File: config.mk
export PLATFORM = sky130hd
export DESIGN_NAME = writeback_unit
export DESIGN_NICKNAME = d
export VERILOG_FILES = /design/src/rtl/writeback_unit.sv
export SDC_FILE = /design/constraint.sdc
export NUM_CORES = 1
export LEC_CHECK = 0
export ABC_AREA = 1
export ABC_CLOCK_PERIOD_IN_PS = 1400
export CORE_MARGIN = 4
export CORE_UTILIZATION = 43
export DETAILED_ROUTE_END_ITERATION = 10
export GPL_ROUTABILITY_DRIVEN = 0
export PLACE_DENSITY = 0.78
export SYNTH_ARGS = -nofsm -noshare
export SYNTH_HDL_FRONTEND = slang
export SYNTH_SLANG_ARGS = --single-unit
File: constraint.sdc
create_clock -name clk -period 1.4 [get_ports clk]
set_input_delay 0.42 -clock clk [delete_from_list [all_inputs] [get_ports clk]]
set_output_delay 0.42 -clock clk [all_outputs]
set_load 0.01 [all_outputs]
File: src/rtl/writeback_unit.sv
// Write-back stage: retires one instruction per handshake from execute and
// produces the register-file write port (data, index, one-cycle strobe).
module writeback_unit #(
    parameter int MEM_TIMEOUT = 255,
    parameter int TO_W        = 8
) (
    input  logic        clk,
    input  logic        reset,
    input  logic        ex_valid_i,
    output logic        ex_ready_o,
    input  logic [1:0]  ex_kind_i,
    input  logic [4:0]  ex_rd_i,
    input  logic [31:0] ex_result_i,
    input  logic [31:0] ex_pc_i,
    input  logic [2:0]  ex_funct3_i,
    input  logic [1:0]  ex_addr_i,
    input  logic        mem_valid_i,
    input  logic [31:0] mem_rdata_i,
    output logic [31:0] wd_o,
    output logic        wd_q_o,
    output logic [4:0]  wd_rd_o,
    output logic        retire_o,
    output logic        misalign_o,
    output logic        timeout_o
);

    // state    | meaning
    // IDLE     | ready for the next retiring instruction
    // WAIT_MEM | load accepted, waiting for mem_valid_i or timeout
    // WRITE    | single cycle with the write strobe (unless rd==0)
    typedef enum logic [1:0] {
        IDLE     = 2'b00,
        WAIT_MEM = 2'b01,
        WRITE    = 2'b10
    } state_t;

    localparam logic [1:0]      KIND_ALU  = 2'b01;
    localparam logic [1:0]      KIND_LOAD = 2'b10;
    localparam logic [1:0]      KIND_LINK = 2'b11;
    localparam logic [TO_W-1:0] CNT_LAST  = TO_W'(MEM_TIMEOUT - 1);

    state_t          state_q, state_d;
    logic [4:0]      rd_q, rd_d;
    logic [2:0]      f3_q, f3_d;
    logic [1:0]      addr_q, addr_d;
    logic [TO_W-1:0] cnt_q, cnt_d;
    logic [31:0]     wd_d;
    logic [4:0]      wd_rd_d;
    logic            wd_q_d, retire_d, misalign_d, timeout_d;
    logic            accept, ex_misaligned, mem_last;
    logic [7:0]      byte_lane;
    logic [15:0]     half_lane;
    logic [31:0]     load_data;

    assign ex_ready_o = (state_q == IDLE) & reset;
    assign accept     = ex_valid_i & ex_ready_o;
    assign mem_last   = (cnt_q == CNT_LAST);

    // funct3[1] set means word access (011/110/111 fold into LW)
    always_comb begin
        if (ex_funct3_i[1])
            ex_misaligned = (ex_addr_i != 2'b00);
        else if (ex_funct3_i[0])
            ex_misaligned = ex_addr_i[0];
        else
            ex_misaligned = 1'b0;
    end

    always_comb begin
        byte_lane = mem_rdata_i[{addr_q, 3'b000} +: 8];
        half_lane = mem_rdata_i[{addr_q[1], 4'b0000} +: 16];
        if (f3_q[1])
            load_data = mem_rdata_i;
        else if (f3_q[0])
            load_data = f3_q[2] ? {16'h0000, half_lane} : {{16{half_lane[15]}}, half_lane};
        else
            load_data = f3_q[2] ? {24'h000000, byte_lane} : {{24{byte_lane[7]}}, byte_lane};
    end

    always_ff @(posedge clk or negedge reset) begin
        if (!reset)
            state_q <= IDLE;
        else
            state_q <= state_d;
    end

    always_comb begin
        state_d = state_q;
        case (state_q)
            IDLE: begin
                if (accept) begin
                    if (ex_kind_i == KIND_ALU || ex_kind_i == KIND_LINK)
                        state_d = WRITE;
                    else if (ex_kind_i == KIND_LOAD && !ex_misaligned)
                        state_d = WAIT_MEM;
                end
            end
            WAIT_MEM: begin
                if (mem_valid_i)
                    state_d = WRITE;
                else if (mem_last)
                    state_d = IDLE;
            end
            WRITE:   state_d = IDLE;
            default: state_d = IDLE;
        endcase
    end

    // Next values for the registered outputs; pulses default low, data holds.
    always_comb begin
        wd_d       = wd_o;
        wd_rd_d    = wd_rd_o;
        wd_q_d     = 1'b0;
        retire_d   = 1'b0;
        misalign_d = 1'b0;
        timeout_d  = 1'b0;
        rd_d       = rd_q;
        f3_d       = f3_q;
        addr_d     = addr_q;
        cnt_d      = cnt_q;
        case (state_q)
            IDLE: begin
                if (accept) begin
                    case (ex_kind_i)
                        KIND_ALU, KIND_LINK: begin
                            wd_d     = (ex_kind_i == KIND_ALU) ? ex_result_i : ex_pc_i + 32'd4;
                            wd_rd_d  = ex_rd_i;
                            wd_q_d   = (ex_rd_i != 5'd0);
                            retire_d = 1'b1;
                        end
                        KIND_LOAD: begin
                            if (ex_misaligned) begin
                                misalign_d = 1'b1;
                                retire_d   = 1'b1;
                            end else begin
                                rd_d   = ex_rd_i;
                                f3_d   = ex_funct3_i;
                                addr_d = ex_addr_i;
                                cnt_d  = '0;
                            end
                        end
                        default: retire_d = 1'b1;
                    endcase
                end
            end
            WAIT_MEM: begin
                if (mem_valid_i) begin
                    wd_d     = load_data;
                    wd_rd_d  = rd_q;
                    wd_q_d   = (rd_q != 5'd0);
                    retire_d = 1'b1;
                end else if (mem_last) begin
                    timeout_d = 1'b1;
                end else begin
                    cnt_d = cnt_q + TO_W'(1);
                end
            end
            default: ;
        endcase
    end

    always_ff @(posedge clk or negedge reset) begin
        if (!reset) begin
            wd_o       <= '0;
            wd_rd_o    <= '0;
            wd_q_o     <= 1'b0;
            retire_o   <= 1'b0;
            misalign_o <= 1'b0;
            timeout_o  <= 1'b0;
            rd_q       <= '0;
            f3_q       <= '0;
            addr_q     <= '0;
            cnt_q      <= '0;
        end else begin
            wd_o       <= wd_d;
            wd_rd_o    <= wd_rd_d;
            wd_q_o     <= wd_q_d;
            retire_o   <= retire_d;
            misalign_o <= misalign_d;
            timeout_o  <= timeout_d;
            rd_q       <= rd_d;
            f3_q       <= f3_d;
            addr_q     <= addr_d;
            cnt_q      <= cnt_d;
        end
    end

endmodule

## Yosys cells after proc, flatten, opt, wreduce, memory -nomap -nowiden

Cells that the tools add are included.
Widths: inputs -> output; s select.

| storage, ports and cells | value |
|---|---|
| register bits after elaboration | 61 |
| latch bits | 0 |
| bits in writable memories | 0 |
| ROM bits | 0 |
| input bits | 112 |
| output and inout bits | 42 |
| memories kept | 0 |

| cells by class | value |
|---|---|
| add/subtract/negate cells | 2 |
| $mul | 0 |
| divide/modulo/power cells | 0 |
| order comparisons | 0 |
| eq/ne operators | 14 |
| shifts and indexed selects | 2 |
| multiplexer cells | 42 |
| bitwise logic cells | 3 |
| reduce and logical (&&, ||, !) cells | 13 |

Operators with widths:

| cell | count |
|---|---|
| $mux 32 | 8 |
| $pmux 32 s2 | 1 |
| $mux 8 | 5 |
| $add 32x3->32 const B | 1 |
| $shiftx 32x6->16 | 1 |
| $shiftx 32x6->8 | 1 |
| $pmux 8 s2 | 1 |
| $mux 1 | 15 |
| $mux 5 | 3 |
| $mux 2 | 5 |
| $ne 2x2->1 const B | 5 |
| $pmux 5 s2 | 1 |
| $reduce_bool 5->1 | 2 |
| $add 8x1->8 const B | 1 |
| $eq 8x8->1 const B | 1 |
| $reduce_and 4->1 | 2 |
| $reduce_and 6->1 | 1 |
| $eq 2x1->1 const B | 2 |
| $eq 2x2->1 const B | 2 |
| $ne 2x1->1 const B | 2 |
| $pmux 1 s2 | 2 |
| $pmux 2 s2 | 1 |
| $reduce_bool 2->1 | 2 |
| $ne 3x1->1 const B | 1 |
| 9 further kinds | 10 |

## Longest topological paths before layout

| depth | value |
|---|---|
| depth in word-level cells | 8 |
| depth in mapped cells | 12 |

## Least setup slack after synthesis

Ideal clock, no wire load.

| timing | value |
|---|---|
| path type | input port to flip-flop |
| from | input ex_pc_i[2] |
| to | register wd_o[16] |
| library setup time | 0.116 ns |
| arrival | 1.376 ns |
| path slack | -0.092 ns |
| stages | 10 |
| buffers on the path | 0 |
| cell sequence | ha_1 > nand2_1 > nor2_4 > nand2_1 > nor2_1 > nand2_1 > nand3_1 > nand3_1 > nand2_1 > nand2_1 |

| between the ends | value |
|---|---|
| cells in the longest elaborated chain, start to end | 5 |

RTL lines:

| element | RTL line | RTL |
|---|---|---|
| start, declared | 14 | `input logic [31:0] ex_pc_i,` |
| $add 32x3->32 | 126 | `wd_d = (ex_kind_i == KIND_ALU) ? ex_result_i : ex_pc_i + 32'd4;` |
| $mux 32 | 126 |  |
| $mux 32 | 124 | `case (ex_kind_i)` |
| $mux 32 | 123 | `if (accept) begin` |
| $pmux 32 s2 | 121 | `case (state_q)` |
| end signal, assigned | 175 | `wd_o <= wd_d;` |
| end, declared | 19 | `output logic [31:0] wd_o,` |

Every way passes these cells. The select of a mux whose other input is x is not followed.
A chain may end at the register's enable or synchronous reset.

## Final worst setup path

| timing | value |
|---|---|
| from | register cnt_q[0] |
| to | register cnt_q[5] |

| between the ends | value |
|---|---|
| cells in the longest elaborated chain, start to end | 4 |

RTL lines:

| element | RTL line | RTL |
|---|---|---|
| start, declared | 46 | `logic [TO_W-1:0] cnt_q, cnt_d;` |
| start signal, assigned | 184 | `cnt_q <= cnt_d;` |
| $add 8x1->8 | 155 | `cnt_d = cnt_q + TO_W'(1);` |
| $mux 8 | 152 | `end else if (mem_last) begin` |
| $mux 8 | 147 | `if (mem_valid_i) begin` |
| $pmux 8 s2 | 121 |  |

Parallel ways exist; a longest one is shown, timed or not. The select of a mux whose other input is x is not followed.

==> flow_summary.yaml <==
worst_setup_path:
  rrSetupSlack_ns: -0.25
  cp_top_family: "simple AND/OR/NAND/NOR gates"
  required_ns: 1.61
  arrival_ns: 1.86
  critPathLaunchType: "register"
  slowest_stage: "dfrtp_1"
  cp_cell_sequence: "inv_2, ha_4, nand2_2, nor2_4, nand3_4, nand2_2, nor2_4, buf_12, buf_12, nand2_1, o21ai_1"
  crit_fanout: 8
  rr_worst_depth: 11
  worst-setup-path-type: "register to register"
  cp-end-kind: "register"
  reg2reg_from: "cnt_q[0]"
  cp_num_buf_inv: 3
  worst_r2r_endpoint: "cnt_q[5]"
  slowest_delay_ns: 0.40
sta:
  fin_crit_ns: 1.649
  fin_skew_ns: 0.01056
  fmax_ghz: 0.6064
  hold_viol_final: 0
  fin_crit_sh_pct: 117.8
  rsz0062_at_grt: "yes"
  tightest_slew_ns: 0.4428
  fin_ws_ns: -0.2491
  slew_violations: 0
  finalSetupViolCount: 57
  maxSlewHeadroom_pct: 70.48
cts:
  clk_latency_ns: 0.34
  holdBufCountCts: 0
  cts_root_buffer: "clkbuf_16"
  clk_pin_slew_ns: 0.06
  h-tree-depth: 3
  cts.path.max_buffers: 2
  cts_sinks: 61
  cts_tree: "done"
  numCtsBuffers: 9
floorplanning:
  core_area_mm2: 0.01098
  num_io_pins: 154
  start_util_pct: 44.47
  die_w_um: 114.6
  die_y_um: 114.6
  dieArea_mm2: 0.01313
  fp-row-count: 38
finish:
  final_nets: 1166
  final_area_mm2: 0.008423
  fin_cells: 1196
  diodes: 0
  drive_above_1_share_pct: 31.34
  areaGrowthSynthToFinish_pct: 72.44
  postLayoutCoreUtil_pct: 76.69
  fillCellCount: 775
yosys:
  yosysSeqAreaShare_pct: 31.25
  synthArstFlopShare_pct: 100.0
  synth_cell_types: 38
  syn_area_per_cell_um2: 6.303
  synthFlopType: "dfrtp_1"
  synth-seq-cells: 61
  synth_edf_count: 0
  syn_inst: 775
  yosys_warnings: 0
  syn_area_mm2: 0.004885
  syn_nets: 890
power_and_ir_drop:
  p_leak_nw: 4.115
  internal_power_mw: 5.889
  p_total_mw: 9.822
  switching_share_pct: 40.05
  vdd_drop_max_uv: 816.9
  p_sw_mw: 3.933
  comb_power_share_pct: 47.6
  p_per_area_mw_per_mm2: 1166
  power_frac_clock_pct: 24.9
  seqPwrFrac_pct: 27.5
route:
  wl_mm: 21.18
  drc: 0
  postRouteAntennaNets: 0
  via_count: 6472
  via_per_inst: 5.411
  detailedRoute.firstIterationViolations: 623
  dr.pass1.iters: 5
  wl_per_cell_um: 17.71
grt:
  grtUsageTotal_pct: 30.43
  grt_max_degree: 33
  grt_overflow: 0
  grt_pass1_wl_mm: 31.38
  antenna_found_initial: 0
  grt_pass1_vias: 6202
placement:
  dpl.cell_count: 1149
  dpl_cell_area_mm2: 0.007335
  hpwlAfterDp_mm: 14.04
  io_buffers: 153
job:
  drv_cap: 0
worst_hold_path:
  hold_class: "primary input to async pin"
run_status:
  outcome: "complete, but fails checks"
  failed_checks: "negative setup slack"
[how the worst max path moves through the flow]
stage,from,to,slack (ns),cells past startpoint
final,cnt_q[0],cnt_q[5],-0.25,11
after global routing,state_q[0],wd_o[21],-0.30,10
after CTS,state_q[1],cnt_q[5],-0.21,10
after detailed placement,ex_pc_i[2],wd_o[22],-0.76,11
after global placement,ex_pc_i[2],wd_o[22],-0.74,11
after floorplan,ex_pc_i[2],wd_o[30],-0.02,10
[routing by layer]
metal	track usage (%)	share of wire (%)
met5	0	0
met4	15.20	5.1
met3	6.554	10
met2	50.80	47
met1	36.94	37
[placed cells by master, fill, tap and decap left out, types with 6 or more instances in the layout]
cell type        count
o21ai_0             12
nand2_1            262
dlymetal6s2s_1       6
o21ai_2              7
clkbuf_2            16
a21oi_2             27
nand2_4              8
buf_2                7
nand2_2             28
nand3_2              9
nand3_1             50
o211ai_1            14
dlygate4sd2_1       21
a21oi_1             39
inv_2                9
buf_12              11
buf_6               14
clkdlybuf4s15_1     19
clkdlybuf4s50_1     81
inv_1               68
o21bai_1             8
dfrtp_1             59
o21ai_1             10
nor2_1              46
a31oi_1              6
nor2_4              16
buf_4              115
clkbuf_16           10
nor2_2              17
[Yosys cell counts (2+ instances only)]
cell type	number	share of area, %
o21ai_1	8	0.82
clkbuf_1	7	0.54
nor3b_1	3	0.46
a21oi_2	12	2.2
nor2_2	7	0.90
nand3b_1	2	0.31
nand3_1	60	6.1
nand4_1	4	0.51
dfrtp_1	61	31
inv_1	73	5.6
nand2_1	284	22
o22ai_1	2	0.26
nor3_1	5	0.51
xor2_1	5	0.90
buf_4	5	0.77
o21ai_0	21	2.2
nand2_4	2	0.46
o21bai_1	8	1.2
a31oi_1	7	0.90
inv_4	2	0.26
nor2_1	67	5.1
inv_2	4	0.31
buf_6	4	0.92
o211ai_1	14	2.2
buf_2	18	1.8
xnor2_1	2	0.36
ha_1	3	0.77
a21oi_1	59	6.0
nor2_4	5	1.2
nand2_2	12	1.5
nor3_2	2	0.41
[worst register-to-register path: stages (launching register included)]
cell,delay [ns]
dfrtp_1,0.40
inv_2,0.10
ha_4,0.15
nand2_2,0.06
nor2_4,0.13
nand3_4,0.09
nand2_2,0.11
nor2_4,0.05
buf_12,0.14
buf_12,0.14
nand2_1,0.10
o21ai_1,0.08
[power groups by stage]
| stage | combinational [mW] | sequential, mW | clock, mW |
|---|---|---|---|
| after floorplan | 1.98 | 2.71 | 0 |
| after global placement | 4.00 | 2.66 | 0 |
| after detailed placement | 4.07 | 2.66 | 0 |
| after CTS | 4.33 | 2.65 | 2.44 |
| after global routing | 4.98 | 2.75 | 2.54 |
| final | 4.68 | 2.70 | 2.45 |
[sequential cells by signal, indices dropped and copies added, names as in the netlist]
name and flops:
wd_rd_o 5, timeout_o 1, addr_q 2, rd_q 5, wd_q_o 1, wd_o 32
cnt_q 8, f3_q 3, state_q 2, misalign_o 1, retire_o 1
[per-stage QoR]
| stage | setup slack [ns] | TNS [ns] | hold WS [ns] |
|---|---|---|---|
| 3_5_place_dp | -0.7633 | -37.68 | 0.4633 |
| 3_3_place_gp | -0.7373 | -34.94 | 0.4650 |
| 6_report | -0.2491 | -9.121 | 0.2203 |
| 2_1_floorplan | -0.02364 | -0.04712 | 0.1244 |
| 4_1_cts | -0.2119 | -8.809 | 0.2076 |
| 5_1_grt | -0.2981 | -13.99 | 0.2325 |
[layout make-up]
| cell class | instances | area (µm²) | area share, % |
|---|---|---|---|
| tap | 140 | 175.2 | 2.080 |
| sequential | 61 | 1529 | 18.15 |
| clock buffer | 9 | 225.2 | 2.674 |
| clock inverter | 7 | 98.84 | 1.173 |
| timing repair inverter | 2 | 25.02 | 0.2971 |
| timing repair buffer | 297 | 2745 | 32.59 |
| inverter | 80 | 320.3 | 3.803 |
| multi-input combinational | 600 | 3304 | 39.23 |
[cell families after synthesis]
kind of cell,after synthesis,synth area share [%]
xor gates and xnor gates,7,1.255
and+or+nand+nor,456,40.04
AOI/OAI and AO/OA,133,16.19
DFF,61,31.25
buffers and inverters,115,10.50
adders and majority gates,3,0.7685
[what timing repair did]
action | in CTS | in global routing
resized for setup | 208 | 92
pin swaps | 29 | 27
buffers inserted | 15 | 12
endpoints found under the setup margin | 99 | 82
cloned | 5 | 2
No activity file was read; power rests on OpenSTA's default activity.
